--- config.mk ---
export PLATFORM = sky130hd
export DESIGN_NAME = shared_div_scheduler
export DESIGN_NICKNAME = d
export VERILOG_FILES = /design/src/rtl/shared_div_scheduler.sv
export SDC_FILE = /design/constraint.sdc
export NUM_CORES = 1
export LEC_CHECK = 0
export CAP_MARGIN = 20
export CORE_MARGIN = 4
export CORE_UTILIZATION = 35
export CTS_BUF_LIST = sky130_fd_sc_hd__clkbuf_4 sky130_fd_sc_hd__clkbuf_8
export DETAILED_ROUTE_END_ITERATION = 10
export GPL_TIMING_DRIVEN = 0
export HOLD_SLACK_MARGIN = 0.03
export SYNTH_ARGS = -nofsm -noshare
export SYNTH_HDL_FRONTEND = slang
export SYNTH_SLANG_ARGS = --single-unit
export TNS_END_PERCENT = 100
--- constraint.sdc ---
create_clock -name clk -period 4 [get_ports clk]
set_input_delay 0.8 -clock clk [delete_from_list [all_inputs] [get_ports clk]]
set_output_delay 0.8 -clock clk [all_outputs]
set_load 0.01 [all_outputs]
--- src/rtl/shared_div_scheduler.sv ---
// Shared iterative restoring divider with a round-robin arbiter over the
// per-thread DIV request lines; one quotient/remainder result per grant.
//
// state    | meaning
// ---------+------------------------------------------------------------
// S_IDLE   | waiting for any req; grants next thread after rr_ptr
// S_DIVIDE | one shift-subtract step per clock, MSB first
// S_DONE   | done[owner_id] high for this cycle, results valid
module shared_div_scheduler #(
   parameter int THREADS   = 4,
   parameter int DATA_BITS = 8
) (
   input  logic                           clk,
   input  logic                           reset,
   input  logic [THREADS-1:0]             req,
   input  logic [THREADS*DATA_BITS-1:0]   dividend_flat,
   input  logic [THREADS*DATA_BITS-1:0]   divisor_flat,
   output logic [THREADS-1:0]             done,
   output logic [DATA_BITS-1:0]           quotient,
   output logic [DATA_BITS-1:0]           remainder,
   output logic [$clog2(THREADS)-1:0]     owner_id,
   output logic                           busy
);

   localparam int TW = $clog2(THREADS);
   localparam int SW = (DATA_BITS > 1) ? $clog2(DATA_BITS) : 1;

   typedef enum logic [1:0] {S_IDLE, S_DIVIDE, S_DONE} state_t;

   state_t               state_q, state_d;
   logic [TW-1:0]        rr_ptr;
   logic [TW-1:0]        grant;
   logic                 grant_vld;
   logic [SW-1:0]        step_q;
   logic [DATA_BITS:0]   rem_acc;
   logic [DATA_BITS-1:0] dvd_q;
   logic [DATA_BITS-1:0] dvs_q;
   logic                 load, step_en, finish;

   logic [DATA_BITS+1:0] trial, diff;
   logic                 ge;
   logic [DATA_BITS:0]   rem_next;
   logic [DATA_BITS-1:0] quo_next;

   // Scan from the far end so the nearest requester after rr_ptr wins last.
   always_comb begin
      grant     = rr_ptr;
      grant_vld = 1'b0;
      for (int k = THREADS; k >= 1; k--) begin
         if (req[(int'(rr_ptr) + k) % THREADS]) begin
            grant     = TW'((int'(rr_ptr) + k) % THREADS);
            grant_vld = 1'b1;
         end
      end
   end

   always_ff @(posedge clk or negedge reset) begin
      if (!reset) state_q <= S_IDLE;
      else        state_q <= state_d;
   end

   always_comb begin
      state_d = state_q;
      load    = 1'b0;
      step_en = 1'b0;
      finish  = 1'b0;
      case (state_q)
         S_IDLE: begin
            if (grant_vld) begin
               load    = 1'b1;
               state_d = S_DIVIDE;
            end
         end
         S_DIVIDE: begin
            step_en = 1'b1;
            if (step_q == SW'(DATA_BITS - 1)) begin
               finish  = 1'b1;
               state_d = S_DONE;
            end
         end
         S_DONE:  state_d = S_IDLE;
         default: state_d = S_IDLE;
      endcase
   end

   assign busy = (state_q != S_IDLE);

   // Borrow out of the wide subtract doubles as the restoring compare.
   always_comb begin
      trial    = {rem_acc, dvd_q[DATA_BITS-1]};
      diff     = trial - {2'b00, dvs_q};
      ge       = ~diff[DATA_BITS+1];
      rem_next = ge ? diff[DATA_BITS:0] : trial[DATA_BITS:0];
      quo_next = {dvd_q[DATA_BITS-2:0], ge};
   end

   always_ff @(posedge clk or negedge reset) begin
      if (!reset) begin
         rr_ptr    <= TW'(THREADS - 1);
         owner_id  <= '0;
         step_q    <= '0;
         rem_acc   <= '0;
         dvd_q     <= '0;
         dvs_q     <= '0;
         done      <= '0;
         quotient  <= '0;
         remainder <= '0;
      end else begin
         done <= '0;
         if (load) begin
            owner_id <= grant;
            rr_ptr   <= grant;
            dvd_q    <= dividend_flat[int'(grant)*DATA_BITS +: DATA_BITS];
            dvs_q    <= divisor_flat[int'(grant)*DATA_BITS +: DATA_BITS];
            rem_acc  <= '0;
            step_q   <= '0;
         end
         if (step_en) begin
            rem_acc <= rem_next;
            dvd_q   <= quo_next;
            step_q  <= step_q + SW'(1);
         end
         if (finish) begin
            done      <= THREADS'(1) << owner_id;
            quotient  <= quo_next;
            remainder <= rem_next[DATA_BITS-1:0];
         end
      end
   end

endmodule

==> results.json <==
{
  "finalSetupTns_ns": 0,
  "final_antenna_net_count": 0,
  "grt_usage_pct": 14.3,
  "postCtsSetupBuffers": 0,
  "syn_area_per_cell_um2": 11.5,
  "synth.area.top_cells": "dfrtp_1 43%, mux4_1 6.9%, nand2_1 6.1%",
  "dpl.cell_count": 465,
  "die-area_um2": 10300,
  "port_buffers": 92,
  "initial_core_util_pct": 36.5,
  "vias_per_cell": 4.92,
  "routedWlPerCell_um": 14.9,
  "ctsHoldBuffers": 0,
  "antenna_found_initial": 0,
  "synth_seq_cells": 54,
  "cp-end-kind": "register",
  "place_hpwl_um": 5660,
  "p_clk_share_pct": 9.8,
  "design_area_um2": 4220,
  "fmax_ghz": 0.358,
  "nFillCells": 791,
  "die_h_um": 102,
  "cellLeakagePower_nw": 1.89,
  "synthTopCellsByCount": "52 x dfrtp_1, 50 x nand2_1, 19 x o21ai_0",
  "hold_viol_final": 0,
  "utilization_pct": 50.4,
  "grt_pass1_wl_um": 11800,
  "numCtsBuffers": 5,
  "rows": 33,
  "ys_seq_area_share_pct": 44.2,
  "max_cap_violations": 0,
  "worst-path-buf-inv": 1,
  "cpPeakStageDelay_ns": 0.65,
  "grt_max_degree": 29,
  "cts_root_buf": "clkbuf_8",
  "slowest_stage": "mux4_1",
  "post_cts_resized": 0,
  "synth-edff-count": 0,
  "grt-ovfl-total": 0,
  "min_path_type": "register to register",
  "p_switching_mw": 1.25,
  "synth_top_area_share_pct": 42.5,
  "grt_setup_unrepaired": "false",
  "drcViolationCount": 0,
  "first_pass_iters": 4,
  "die-width_um": 102,
  "htreeDepth": 2,
  "clock_path_buffers": 2,
  "period_needed_ns": 2.79,
  "clock_latency_ns": 0.31,
  "drive_gt1_share_pct": 12.0,
  "cts_tree": "built",
  "placed_area_um2": 4130,
  "wirelength_um": 7030,
  "yosys.area.top_type": "dfrtp_1",
  "ios": 93,
  "path_cells": "clkdlybuf4s50_1 > or2b_2 > o21ai_2 > a221oi_4 > mux4_1 > mux2_2",
  "slew_violations": 0,
  "worstPathArrival_ns": 2.99,
  "cts.sinks": 54,
  "intPower_mw": 1.94,
  "comb_power_share_pct": 59.1,
  "pre_cts_ws_ns": 0.843,
  "diodes": 0,
  "async_reset_ff_share_pct": 100,
  "crit_family": "multiplexers",
  "clkSlewWorstSetupHoldPaths_ns": 0.10,
  "ys.flop_type": "dfrtp_1",
  "syn2layout_area_growth_pct": 37.9,
  "tightest_slew_ns": 0.709,
  "fin_nets": 448,
  "crit_type": "input port to register",
  "grt_pass1_vias": 2454,
  "critPathMaxFanout": 9,
  "min_period_over_period_pct": 69.9,
  "synth.most_common_cell": "dfrtp_1",
  "slew_headroom_pct": 52.7,
  "gp_congestion": 0.782,
  "synth_nets": 348,
  "hold_depth": 2,
  "fin_ws_ns": 1.21,
  "core-area_um2": 8380,
  "critPathLaunchType": "input port",
  "vias": 2325,
  "cp.required_ns": 4.20,
  "powerDensity_nw_per_um2": 756,
  "seqPwrFrac_pct": 31.2,
  "finalClockSkew_ns": 0.00920,
  "yosys_warnings": 0,
  "first_iter_violations": 94,
  "critical_path_depth": 6,
  "finalSetupViolCount": 0,
  "switching_share_pct": 39.1,
  "syn_area_um2": 3060,
  "fin_cells": 473,
  "synth_cell_types": 48,
  "r2r_cells": 8,
  "status": "complete, no violations",
  "syn_inst": 267,
  "vdd_ir_drop_max_uv": 300
}
tightest hold or removal path, delay by kind of cell, from the launching register on:
| family | cells | cell delay, ns |
|---|---|---|
| flip-flops | 1 | 0.36 |
| AND/OR/NAND/NOR | 2 | 0.10 |
cell type report:
class / instances / area [um2] / area share (%)
sequential: 54 / 1350 / 32.1
clock buffer: 5 / 68.8 / 1.63
timing repair buffer: 93 / 936 / 22.2
multi-input combinational: 188 / 1560 / 36.9
inverter: 12 / 45.0 / 1.07
buffer: 13 / 104 / 2.46
tap: 105 / 131 / 3.11
clock inverter: 3 / 25.0 / 0.593
layer usage:
metal,GRT usage [%],up-vias,wire length (um)
met5,0,-,0
met3,2.41,8,387
li1,-,1170,-
met1,19.5,1093,3100
met2,23.9,54,3470
met4,3.37,0,74
through the flow:
step | hold WS (ns) | power, mW
2_1_floorplan | 0.462 | 2.34
3_3_place_gp | 0.465 | 2.89
3_5_place_dp | 0.467 | 2.92
4_1_cts | 0.492 | 3.24
5_1_grt | 0.517 | 3.49
6_report | 0.485 | 3.19
power groups by stage:
stage | logic [mW] | clock network [mW] | registers [mW]
3_5_place_dp | 1.91 | 0 | 1.01
4_1_cts | 1.91 | 0.326 | 1.00
2_1_floorplan | 1.34 | 0 | 0.998
5_1_grt | 2.11 | 0.347 | 1.04
6_report | 1.88 | 0.312 | 0.994
3_3_place_gp | 1.88 | 0 | 1.00
worst paths after layout:
path / start / to / slack (ns)
worst max-delay path: req[3] / dvs_q[4] / 1.21
worst min register to register: quotient[2] / quotient[2] / 0.49
worst min-delay path: quotient[2] / quotient[2] / 0.49
min in group asynchronous: reset / owner_id[0] / 0.50
max in group asynchronous: reset / rem_acc[6] / 2.93
worst max register to register: rem_acc[5] / rem_acc[6] / 1.55
placed cells by master, fill, tap and decap left out, types with 3 or more instances in the layout:
cell / n
a21o_1: 11
a21oi_1: 6
a22o_1: 10
buf_6: 4
clkbuf_1: 4
clkbuf_8: 5
clkdlybuf4s50_1: 91
dfrtp_1: 52
ha_1: 10
inv_1: 12
mux2_2: 9
mux2i_1: 6
mux4_1: 8
mux4_2: 8
nand2_1: 50
nor2_1: 7
nor2b_1: 4
o21ai_0: 19
o21ai_1: 3
xnor2_1: 3
xor2_1: 3
flip-flops by register name (all words and copies together), names as in the netlist, 3 cells and up:
signal	count
rem_acc	9
dvd_q	8
dvs_q	8
quotient	8
remainder	8
done	4
step_q	3
cell families after synthesis:
family                     after synthesis  share of synthesized area [%]
muxes                                   31                           18.0
AOI/OAI and AO/OA                       65                           15.7
xor gates and xnor gates                 6                           1.72
adders and majority gates               11                           4.74
and+or+nand+nor                         75                           10.8
DFF                                     54                           44.2
buffers and inverters                   25                           4.86
No activity file was read; power rests on OpenSTA's default activity.
